==> src/rtl/spi_pkg.sv <==
// Shared SPI definitions: opcodes, default frame geometry and the tx state encoding.
// Used by both the SPI transmitter and the receiver side of the link.
package spi_pkg;

  localparam int         OPCODE_W    = 8;
  localparam logic [7:0] OPCODE_CFG  = 8'h00;
  localparam logic [7:0] OPCODE_RUN  = 8'hff;
  localparam int         DEF_D_WIDTH = 16;
  localparam int         DEF_N_WORDS = 5;

  function automatic int frame_bits(input int n_words, input int d_width);
    return OPCODE_W + n_words * d_width;
  endfunction

  localparam int FRAME_BITS = frame_bits(DEF_N_WORDS, DEF_D_WIDTH);

  typedef enum logic [1:0] {
    IDLE  = 2'd0,
    SHIFT = 2'd1,
    HOLD  = 2'd2,
    GAP   = 2'd3
  } tx_state_e;

endpackage

==> src/rtl/spi_clk_div.sv <==
// Half-period tick generator: one-cycle enable every CLK_DIV clk_sys cycles while not cleared.
module spi_clk_div #(
  parameter int CLK_DIV = 4
) (
  input  logic clk_sys,
  input  logic rstb,
  input  logic clear,
  output logic tick
);

  logic [7:0] cnt;

  // Clearing parks the count at zero so the first tick lands CLK_DIV cycles after release.
  assign tick = !clear && (cnt == 8'(CLK_DIV - 1));

  always_ff @(posedge clk_sys or negedge rstb) begin
    if (!rstb) begin
      cnt <= '0;
    end else if (clear || tick) begin
      cnt <= '0;
    end else begin
      cnt <= cnt + 8'd1;
    end
  end

endmodule

==> src/rtl/spi_master_tx.sv <==
// SPI mode-0 frame transmitter: captures opcode plus N_WORDS payload words and shifts them out MSB first,
// followed by a cs-low hold and a cs-high gap before the next frame can be accepted.
module spi_master_tx
  import spi_pkg::*;
#(
  parameter int CLK_DIV = 4,
  parameter int D_WIDTH = 16,
  parameter int N_WORDS = 5
) (
  input  logic                              clk_sys,
  input  logic                              rstb,
  input  logic                              valid,
  output logic                              ready,
  input  logic [7:0]                        opcode_in,
  input  logic [N_WORDS-1:0][D_WIDTH-1:0]   data_in,
  output logic                              clk_mosi,
  output logic                              cs,
  output logic                              spi_mosi,
  output logic                              done
);

  localparam int FRAME_LEN = frame_bits(N_WORDS, D_WIDTH);
  localparam int CNT_W     = $clog2(FRAME_LEN);
  localparam logic [CNT_W-1:0] LAST_BIT = CNT_W'(FRAME_LEN - 1);

  tx_state_e             state, state_n;
  logic [FRAME_LEN-1:0]  shreg, shreg_n;
  logic [CNT_W-1:0]      bit_cnt, bit_cnt_n;
  logic                  clk_mosi_n, cs_n, ready_n, done_n;
  logic                  tick;

  spi_clk_div #(
    .CLK_DIV (CLK_DIV)
  ) u_clk_div (
    .clk_sys (clk_sys),
    .rstb    (rstb),
    .clear   (state == IDLE),
    .tick    (tick)
  );

  // The serial pin is the shift register MSB itself, so it only moves when the register shifts.
  assign spi_mosi = shreg[FRAME_LEN-1];

  always_ff @(posedge clk_sys or negedge rstb) begin
    if (!rstb) begin
      state    <= IDLE;
      shreg    <= '0;
      bit_cnt  <= '0;
      clk_mosi <= 1'b0;
      cs       <= 1'b1;
      ready    <= 1'b1;
      done     <= 1'b0;
    end else begin
      state    <= state_n;
      shreg    <= shreg_n;
      bit_cnt  <= bit_cnt_n;
      clk_mosi <= clk_mosi_n;
      cs       <= cs_n;
      ready    <= ready_n;
      done     <= done_n;
    end
  end

  always_comb begin
    state_n    = state;
    shreg_n    = shreg;
    bit_cnt_n  = bit_cnt;
    clk_mosi_n = clk_mosi;
    cs_n       = cs;
    ready_n    = ready;
    done_n     = 1'b0;

    unique case (state)
      IDLE: begin
        if (valid && ready) begin
          state_n    = SHIFT;
          shreg_n    = {opcode_in, data_in};
          bit_cnt_n  = '0;
          clk_mosi_n = 1'b0;
          cs_n       = 1'b0;
          ready_n    = 1'b0;
        end
      end

      // Falling half of each bit shifts; after the final bit the zero fill parks the pin low.
      SHIFT: begin
        if (tick) begin
          if (!clk_mosi) begin
            clk_mosi_n = 1'b1;
          end else begin
            clk_mosi_n = 1'b0;
            shreg_n    = {shreg[FRAME_LEN-2:0], 1'b0};
            if (bit_cnt == LAST_BIT) begin
              state_n = HOLD;
            end else begin
              bit_cnt_n = bit_cnt + CNT_W'(1);
            end
          end
        end
      end

      HOLD: begin
        if (tick) begin
          state_n = GAP;
          cs_n    = 1'b1;
        end
      end

      GAP: begin
        if (tick) begin
          state_n   = IDLE;
          ready_n   = 1'b1;
          done_n    = 1'b1;
          bit_cnt_n = '0;
        end
      end

      default: begin
        state_n = IDLE;
      end
    endcase
  end

endmodule

==> config.mk <==
export PLATFORM = sky130hd
export DESIGN_NAME = spi_master_tx
export DESIGN_NICKNAME = d
export VERILOG_FILES = /design/src/rtl/spi_pkg.sv /design/src/rtl/spi_clk_div.sv /design/src/rtl/spi_master_tx.sv
export SDC_FILE = /design/constraint.sdc
export NUM_CORES = 1
export LEC_CHECK = 0
export ABC_AREA = 1
export ABC_CLOCK_PERIOD_IN_PS = 1900
export CORE_MARGIN = 4
export CORE_UTILIZATION = 38
export CTS_CLUSTER_SIZE = 25
export DETAILED_ROUTE_END_ITERATION = 10
export GPL_ROUTABILITY_DRIVEN = 0
export RECOVER_POWER = 25
export SLEW_MARGIN = 40
export SYNTH_ARGS = -nofsm -noshare
export SYNTH_HDL_FRONTEND = slang
export SYNTH_HIERARCHICAL = 1
export SYNTH_SLANG_ARGS = --single-unit
export TNS_END_PERCENT = 1
==> constraint.sdc <==
create_clock -name clk_sys -period 1.9 [get_ports clk_sys]
set_input_delay 0.57 -clock clk_sys [delete_from_list [all_inputs] [get_ports clk_sys]]
set_output_delay 0.57 -clock clk_sys [all_outputs]
set_load 0.01 [all_outputs]
==> metrics, run 1 <==
outcome=finished, violations left; failing checks=negative setup slack; total wire length after detailed routing=12.2 mm; Remaining Overflow, GRT=0; combined global-route utilization of all metal layers=0.141; later-pin clock latency in the skew report=350 ps; number of slew-limit violations in the final report=0; Ant. Diodes=0; number of setup violations in the final report=71; share of layout cells above drive strength 1=0.141; fraction of post-synthesis cell area in the top cell type by area=0.505; initial DRC count=229; distinct cell type count after synthesis=24; starting density of the core=0.394; Critical R2R Capture=shreg[64]$_DFFE_PN0P_; Layout area overhead=33.3%; Synthesis Warnings=6; via count of the first global-routing pass=3856; post-DR wirelength/cell=14.6 um; final HPWL from detailed placement=7.62 mm; number of nets at the end of the flow=752; launching element type of the critical path=register; flip-flop cell with the highest count after synthesis=dfrtp_1; biggest area consumer among synthesized cells=dfrtp_1; maximum fanout encountered on the critical timing path=31; register share of total power=0.525; H-tree levels=3; skew final=5.00 ps; Comb pwr share=0.069; number of ports placed on the die boundary=96; detailed-route DRC error count=0; min-delay worst type=primary input to async pin; vertical extent of the die=126 um; number of nets in the synthesized netlist=645; area of all placed cells without fillers=7070 um2; CTS Hold Buffers Added=0; crit share post-route=1.02; internal reg-to-reg setup slack=-40 ps; std cell rows=42; R2R depth=14; EDFF count, synth=0; combined area of all synthesized cells=5300 um2; top area cells in the synthesized netlist=dfrtp_1 (51%), mux2i_1 (16%), nand2_1 (10%); RSZ-0062 raised after global routing=true; final design utilization=0.525; Max Cap Violations=0; area of the placeable core=13500 um2; net switching component of the power=1000 uW; actual transition at the worst max-transition pin=1160 ps; CTS root buffer=clkbuf_16; net switching share of the total power=0.227; count of antenna-violating nets left after detailed routing=0; LEAKAGE=0.00298 uW; placed inst area=6460 um2; CTS buffer count=9; endpoint kind of the worst setup timing path=register; clock tree from TritonCTS=built; headroom to the max-slew limit=0.225; Die Footprint=15900 um2; part of the Yosys area used for sequential elements=0.515; proportion of power drawn by the clock network=0.406; CTS clk-pin slew, worst paths=70 ps; post-synthesis average cell area=9.67 um2; overall via count from detail_route=4091; ys async rst share=1.00; die outline width=126 um; required time at the endpoint of the critical path=2150 ps; critical register-to-register path startpoint=u_clk_div/cnt[1]$_DFF_PN0_; Port-buffer cells=95; highest clock rate=0.516 GHz; pre-CTS setup slack=-94.8 ps; maximum number of pins on one net before global-route repair=63; first-pass iteration count of the detailed router=4; Cell Pwr Density=625 nW/um2; fillers=1220; first-pass GRT wire length=18.4 mm; count of final hold-check violations=0; minimum setup slack in the final design=-36.4 ps; Crit Path Class=register to register; worst path arrival time=2180 ps; synthesized netlist cell count=548; number of buffers on the longest clock path=2; Worst VDD drop=0.528 mV; total number of clock tree sinks=109; Vias per Instance=4.89; antenna violations before repair=0; flip-flop and latch count after synthesis=109; clock period minus worst slack=1940 ps; cell-internal power=3410 uW
metal layers:
metal	part of all wire	vias to the layer above	GRT usage
met5	0	-	0
met3	0.049	11	0.0512
li1	-	2060	-
met2	0.49	74	0.223
met1	0.45	1946	0.183
met4	0.010	0	0.0366
synthesized netlist by cell type (2+ instances only):
| cell type | n |
|---|---|
| nand2_2 | 2 |
| o21ai_1 | 68 |
| nor2_2 | 5 |
| buf_2 | 13 |
| nand3_1 | 13 |
| mux2i_1 | 87 |
| nand2_1 | 141 |
| inv_1 | 24 |
| buf_4 | 7 |
| nand4_1 | 2 |
| dfstp_2 | 2 |
| o21ai_0 | 32 |
| nor2_1 | 20 |
| ha_1 | 6 |
| dfrtp_1 | 107 |
| buf_6 | 11 |
cell usage in the layout, fill, tap and decap left out, types with 2 or more instances in the layout:
cell,instances
buf_6,4
o21ai_2,12
o21ai_0,11
clkinv_2,3
nor2_1,18
clkbuf_16,16
nand2_1,124
mux2i_1,87
clkdlybuf4s50_1,91
inv_1,23
buf_12,6
dfstp_2,2
o21ai_1,77
ha_1,4
dfrtp_1,107
nand4_1,2
nand3_1,13
nor2_2,7
inv_6,2
buf_4,14
nand2_2,18
inv_2,2
clkinv_4,2
dlygate4sd2_1,2
area by class of cell:
class                   instances  area (um2)  area share
clock buffers                   9         225      0.0319
clock inverters                 7        50.0     0.00708
inverters                      25        93.8      0.0133
multi-input cells             383        2350       0.332
flip-flops and latches        109        2730       0.386
well taps                     176         220      0.0312
repair buffers                127        1400       0.198
power by group through the flow:
stage / clock, uW / sequential (uW) / combinational (uW)
2_1_floorplan: 0 / 2360 / 49.1
3_3_place_gp: 0 / 2360 / 311
3_5_place_dp: 0 / 2360 / 313
4_1_cts: 1850 / 2320 / 314
5_1_grt: 1970 / 2320 / 337
6_report: 1790 / 2320 / 305
critical path, cell delays in order, from the launching register on:
cell       delay (ps)
dfrtp_1           360
ha_2              180
nand2_1            50
nor2_1            100
nand2_1           120
nor2_2            160
inv_2              50
nand2_2            50
nand2_2            60
inv_2              80
o211ai_4          120
buf_4             180
clkbuf_16         190
nand2_1            70
o21ai_1            50
how the worst max path moves through the flow:
stage / end / startpoint
2_1_floorplan: bit_cnt[0]$_DFFE_PN0P_ / u_clk_div/cnt[0]$_DFF_PN0_
3_3_place_gp: bit_cnt[0]$_DFFE_PN0P_ / valid
3_5_place_dp: bit_cnt[0]$_DFFE_PN0P_ / valid
4_1_cts: bit_cnt[0]$_DFFE_PN0P_ / u_clk_div/cnt[1]$_DFF_PN0_
5_1_grt: shreg[23]$_DFFE_PN0P_ / u_clk_div/cnt[0]$_DFF_PN0_
6_report: shreg[64]$_DFFE_PN0P_ / u_clk_div/cnt[1]$_DFF_PN0_
sequential cells by signal, indices dropped and copies added, names as in the netlist:
name	flops
done	1
ready	1
bit_cnt	7
clk_mosi	1
u_clk_div/cnt	8
cs	1
shreg	88
state	2
stage by stage:
step	instances	setup TNS, ps	hold slack, ps	power (uW)
final	836	-886	428	4420
after global routing	836	-15770	515	4620
after CTS	823	-4.38	102	4480
after detailed placement	807	-4460	473	2680
after global placement	807	-3150	466	2670
after floorplan	548	0	274	2410
cell families (layout without fill, tap and decap cells):
| family | count (synthesis) | after routing | share of synthesized area |
|---|---|---|---|
| XOR/XNOR | 2 | 2 | 0.00330 |
| adder cells (fa/ha/maj) | 6 | 6 | 0.0142 |
| flip-flops | 109 | 109 | 0.515 |
| AND/OR/NAND/NOR | 184 | 184 | 0.138 |
| buffers and inverters | 56 | 168 | 0.0633 |
| multiplexers | 87 | 87 | 0.164 |
| AO/OA/AOI/OAI | 104 | 104 | 0.102 |
timing repair:
| item | CTS | global route |
|---|---|---|
| gates cloned | 0 | 10 |
| gates resized for setup | 2 | 57 |
| pin swaps | 0 | 6 |
| setup buffers | 0 | 3 |
| endpoints found under the hold margin | 0 | 0 |
| endpoints found under the setup margin | 3 | 98 |
No activity file was read; power rests on OpenSTA's default activity.
==> run 2: changes to the inputs <==
SETUP_SLACK_MARGIN = 0.2   (was default)
==> run 2 against run 1 <==
  * The flow still finishes with violations (negative setup slack)
  * Wire length is 11% higher
  * Final area up 7.0%
  * Count of clock-buffer cells in the layout rose by 2
  * Non-clock buffer count grew 14
  * Combinational power grew 3%
  * Sequential power about the same
  * Clock power grew 4%
  * Die area unchanged
  * Maximum frequency grew 1.5%
  * Critical path type unchanged
==> metrics, run 2 (synthesis gave the netlist of run 1 again) <==
final HPWL from detailed placement=7.92 mm; global-route track usage on met2=0.214; fin cells=854; net switching component of the power=935 uW; sequential standard cell area=2730 um2; routing usage on met1=0.196; outcome=finished, violations left; launching element type of the critical path=register; endpoint kind of the worst setup timing path=register; headroom to the max-slew limit=0.489; crit share post-route=1.00; skew final=4.45 ps; most frequent standard cell in the layout excluding fill and tap cells=dfrtp_1; CTS root buffer=clkbuf_16; area of the placeable core=13500 um2; number of nets at the end of the flow=770; final hold slack=293 ps; Die Footprint=15900 um2; proportion of power drawn by the clock network=0.415; post-DR wirelength/cell=15.8 um; Comb pwr share=0.069; Crit Path Class=register to register; CTS buffer count=9; CTS clk-pin slew, worst paths=70 ps; overall via count from detail_route=4291; cell-internal power=3570 uW; clock tree from TritonCTS=built; pre-CTS setup slack=-99.3 ps; detailed-route DRC error count=0; Remaining Overflow, GRT=0; number of ports placed on the die boundary=96; area taken by multi-input logic gates=2630 um2; most used routing layer=met2; most frequent cells in the layout=dfrtp_1 (107), nand2_1 (93), clkdlybuf4s50_1 (89), mux2i_1 (87), o21ai_1 (67); Cell Pwr Density=595 nW/um2; count of final hold-check violations=0; later-pin clock latency in the skew report=340 ps; number of slew-limit violations in the final report=0; total wire length after detailed routing=13.5 mm; failing checks=negative setup slack; Max Cap Violations=0; die outline width=126 um; M3 GR Usage=0.0284; share of layout cells above drive strength 1=0.235; cell type of the slowest stage on the worst timing path=o211ai_4; Ant. Diodes=0; count of antenna-violating nets left after detailed routing=0; maximum number of pins on one net before global-route repair=57; vertical extent of the die=126 um; maximum fanout encountered on the critical timing path=11; initial DRC count=271; minimum setup slack in the final design=-8.66 ps; Worst VDD drop=0.472 mV; critical path cell sequence=inv_1 > ha_4 > buf_4 > o211ai_4 > clkbuf_16 > nand2_1 > o21ai_1; total power after layout=4500 uW; number of setup violations in the final report=1; register with the most flip-flops=shreg; RSZ-0062 raised after global routing=true; fillers=1204; register share of total power=0.515; first-pass iteration count of the detailed router=5; Top Registers=shreg x88, u_clk_div/cnt x8, bit_cnt x7; highest clock rate=0.524 GHz; combined global-route utilization of all metal layers=0.139; total number of clock tree sinks=109; Vias per Instance=5.02; min-delay worst type=primary input to async pin; required time at the endpoint of the critical path=2160 ps; number of placed instances, taps included=810; first-pass GRT wire length=18.3 mm; delay contributed by the slowest stage of the critical path=470 ps; Port-buffer cells=95; clock period minus worst slack=1910 ps; final design utilization=0.562; Layout area overhead=42.6%; std cell rows=42; net switching share of the total power=0.208; LEAKAGE=0.00318 uW; number of buffers on the longest clock path=2; actual transition at the worst max-transition pin=767 ps; CTS Hold Buffers Added=0; starting density of the core=0.394; H-tree levels=3; antenna violations before repair=0; max FFs per register=88; worst path arrival time=2170 ps; via count of the first global-routing pass=3843
run 2: per-layer routing:
metal | vias up | part of all wire
li1 | 2097 | -
met1 | 2101 | 0.46
met2 | 83 | 0.49
met3 | 10 | 0.038
met4 | 0 | 0.012
met5 | - | 0
run 2: power by group through the flow:
stage	clock (uW)	combinational (uW)	sequential, uW
after floorplan	0	50.1	2360
final	1870	313	2320
after global routing	2020	343	2320
after CTS	1930	319	2320
after detailed placement	0	316	2360
after global placement	0	313	2360
run 2: timing repair:
action | CTS | global route
pin swaps | 0 | 8
setup endpoints to repair | 102 | 103
cloned | 0 | 22
resized for setup | 2 | 113
buffers inserted | 0 | 6
run 2: path summary, 6_finish.rpt:
check,from,endpoint,slack [ps],depth (start not counted)
max,state[1]$_DFFE_PN0P_,shreg[62]$_DFFE_PN0P_,-9,7
min,rstb,done$_DFF_PN0_,290,1
max reg2reg,state[1]$_DFFE_PN0P_,shreg[62]$_DFFE_PN0P_,-9,7
min reg2reg,shreg[36]$_DFFE_PN0P_,shreg[36]$_DFFE_PN0P_,480,2
max in group asynchronous,rstb,shreg[65]$_DFFE_PN0P_,420,2
min in group clk_sys,shreg[36]$_DFFE_PN0P_,shreg[36]$_DFFE_PN0P_,480,2
run 2: through the flow:
stage                     instance area (um2)  TNS [ps]
after floorplan                          5310         0
after global placement                   6490     -5000
after detailed placement                 6490     -5840
after CTS                                6780         0
after global routing                     7560     -5150
final                                    7560     -8.66
run 2: worst max-delay path: cells and delay by family (launching register included):
family	cells	cell delay (ps)
buffers and inverters	3	590
AOI/OAI and AO/OA	2	550
DFF	1	400
adders and majority gates	1	230
and+or+nand+nor	1	50
run 2: area by class of cell:
class	instances	area share
clock inverter	5	0.00662
inverter	25	0.0141
timing repair buffer	141	0.210
multi-input combinational	387	0.347
sequential	109	0.361
clock buffer	11	0.0321
tap	176	0.0291
==> edit, RTL diff (flow settings as in run 1) <==
Set the parameter `N_WORDS` to 10 (it was 5).
--- a/src/rtl/spi_master_tx.sv
+++ b/src/rtl/spi_master_tx.sv
@@ -5,7 +5,7 @@
 #(
   parameter int CLK_DIV = 4,
   parameter int D_WIDTH = 16,
-  parameter int N_WORDS = 5
+  parameter int N_WORDS = 10
 ) (
   input  logic                              clk_sys,
   input  logic                              rstb,
Ports: changed (resized data_in); port bits go from 96 to 176. The function was not compared with the original's and may differ.
==> edit against run 1 <==
Count of clock-buffer cells in the layout grew 8. Sequential share of layout area is 1.1 points higher. Area after synthesis rose by 69%. Worst setup slack better by 110 ps. Largest power group unchanged. Final area grew 69%. Global-route usage rose by 1.5 points. Sequential cell count up 81. Final cell count up 69%. Non-clock buffer count rose by 101. Total power rose by 82%. Core utilization down 0.31 points. Wire length is 64% higher. Clock power increased by 90%.
==> edit: results (changes against run 1) <==
* Outcome: completed
* Post-synthesis sequential area ratio at 53.2% (+1.7 points)
* Number of synthesized flops with an enable pin at 0 (unchanged)
* Met2 Routed Length at 9530 µm (+58%)
* Final wirelength at 20000 µm (+64%)
* Fill count at 2122 (+74%)
* Smallest hold slack at 395 ps (-33.6 ps)
* PortBufs at 175 (+84%)
* Drt first pass iters at 4 (unchanged)
* First-pass GRT wire length at 33300 µm (+81%)
* Met2 Usage GRT at 25.3% (+2.9 points)
* Final worst slack at 71.5 ps (+108 ps)
* Worst setup endpoint: shreg[81]$_DFFE_PN0P_
* Post-synth top cells: nand2_1, dfrtp_1, mux2i_1
* Largest net degree at the start of global routing at 46 (-27%)
* Wirelength per Cell at 14.2 µm (-3.0%)
* Post_cts resized at 5 (+3)
* Vias in the first global route at 6627 (+72%)
* Layout cell share with drive strength beyond 1 at 10.3% (-3.8 points)
* Num CTS Buffers at 17 (+8)
* Mapped Avg Cell Area at 9.98 µm² (+3.2%)
* Max IR drop VDD at 0.000616 V (+17%)
* Worst R2R Start: u_clk_div/cnt[1]$_DFF_PN0_
* Post-route ant nets at 0 (unchanged)
* Synth unique cells at 26 (+8.3%)
* Worst Hold Class: input pin to async pin
* Largest regs: shreg: 168 flops, bit_cnt: 8 flops, u_clk_div/cnt: 8 flops
* DR WL met3 at 937 µm (+57%)
* Post-Syn Nets at 1073 (+66%)
* Top Metal Used: met4
* Critical path arrival at 2130 ps (-50 ps)
* Internal power at 6.14 mW (+80%)
* Hpwl dp at 14400 µm (+90%)
* Initial detailed-routing violation count at 334 (+46%)
* Clock Latency Late Sink at 420 ps (+70 ps)
* Critical path peak fanout at 33 (+6.5%)
* DR vias/cell at 4.70 (-4.0%)
* Area contributors post-synth: dfrtp_1, mux2i_1, nand2_1
* NumNets Final at 1262 (+68%)
* # placed instances at 1378 (+71%)
* M3 GR Usage at 4.03% (-1.1 points)
* Root Buffer: clkbuf_16
* LEAKAGE at 4.93 nW (+65%)
* GRT Total Usage at 15.6% (+1.5 points)
* Synth Warn # at 6 (unchanged)
* Global routing met1 resource utilization at 21.6% (+3.2 points)
* Clock buffer depth at 2 (unchanged)
* Metal-1 WL at 9420 µm (+72%)
* Clock skew at 12.9 ps (+7.86 ps)
* Worst-Margin Slew at 1260 ps (+100 ps)
* H-Tree Depth at 4 (+1)
* DP Worst Slack at -187 ps (-92.1 ps)
* Initial antenna violation count at 0 (unchanged)
* ANT cells at 0 (unchanged)
* CP Launch Type: flop
edit: cell types whose count changed in the layout (fill, tap and decap cells not counted), moves of 12 or more:
cell             delta
dfrtp_1            +81
buf_4              +16
mux2i_1            +80
o21ai_2            -12
nand2_1            +91
buf_12             +12
clkdlybuf4s50_1    +78
o21ai_1            +17
o21ai_0            +74
edit: cells by family (layout without fill, tap and decap cells):
| logic type | count (synthesis) | in the layout | share of synthesized area, % |
|---|---|---|---|
| and+or+nand+nor | 269 | 269 | 11.9 |
| DFF | 190 | 190 | 53.2 |
| AOI/OAI and AO/OA | 182 | 182 | 10.3 |
| muxes | 167 | 167 | 18.7 |
| buffers and inverters | 78 | 279 | 4.74 |
| adders and majority gates | 6 | 6 | 0.839 |
| xor gates and xnor gates | 4 | 4 | 0.392 |
edit: power groups by stage:
stage                     sequential [mW]  clock [mW]  combinational [mW]
after detailed placement             4.12           0               0.589
final                                4.04        3.40               0.575
after global placement               4.12           0               0.594
after global routing                 4.04        3.71               0.630
after floorplan                      4.12           0              0.0901
after CTS                            4.04        3.54               0.595
edit: final cells by class:
type	count	area share, %
multi-input cells	628	32.0
clock inverters	14	1.09
flip-flops and latches	190	39.8
inverters	20	0.627
repair buffers	228	19.7
well taps	313	3.27
clock buffers	17	3.56
edit: critical path: stages (launching register included):
cell      delay, ps
dfrtp_1         360
ha_2            180
nand2_1          60
nor2_2           90
nand2_2          90
nor2_4          110
inv_2            50
nand2_2          50
nand2_2          60
inv_2            70
o211ai_4         90
buf_12          170
buf_12          160
nand2_1          60
o21ai_0          80
edit: through the flow:
stage               cell area (µm²)  util, %
floorplan                      8960        -
global placement              11400     49.7
detailed placement            11400     49.7
CTS                           11900     52.1
global route                  12000     52.2
finish                        12000     52.2
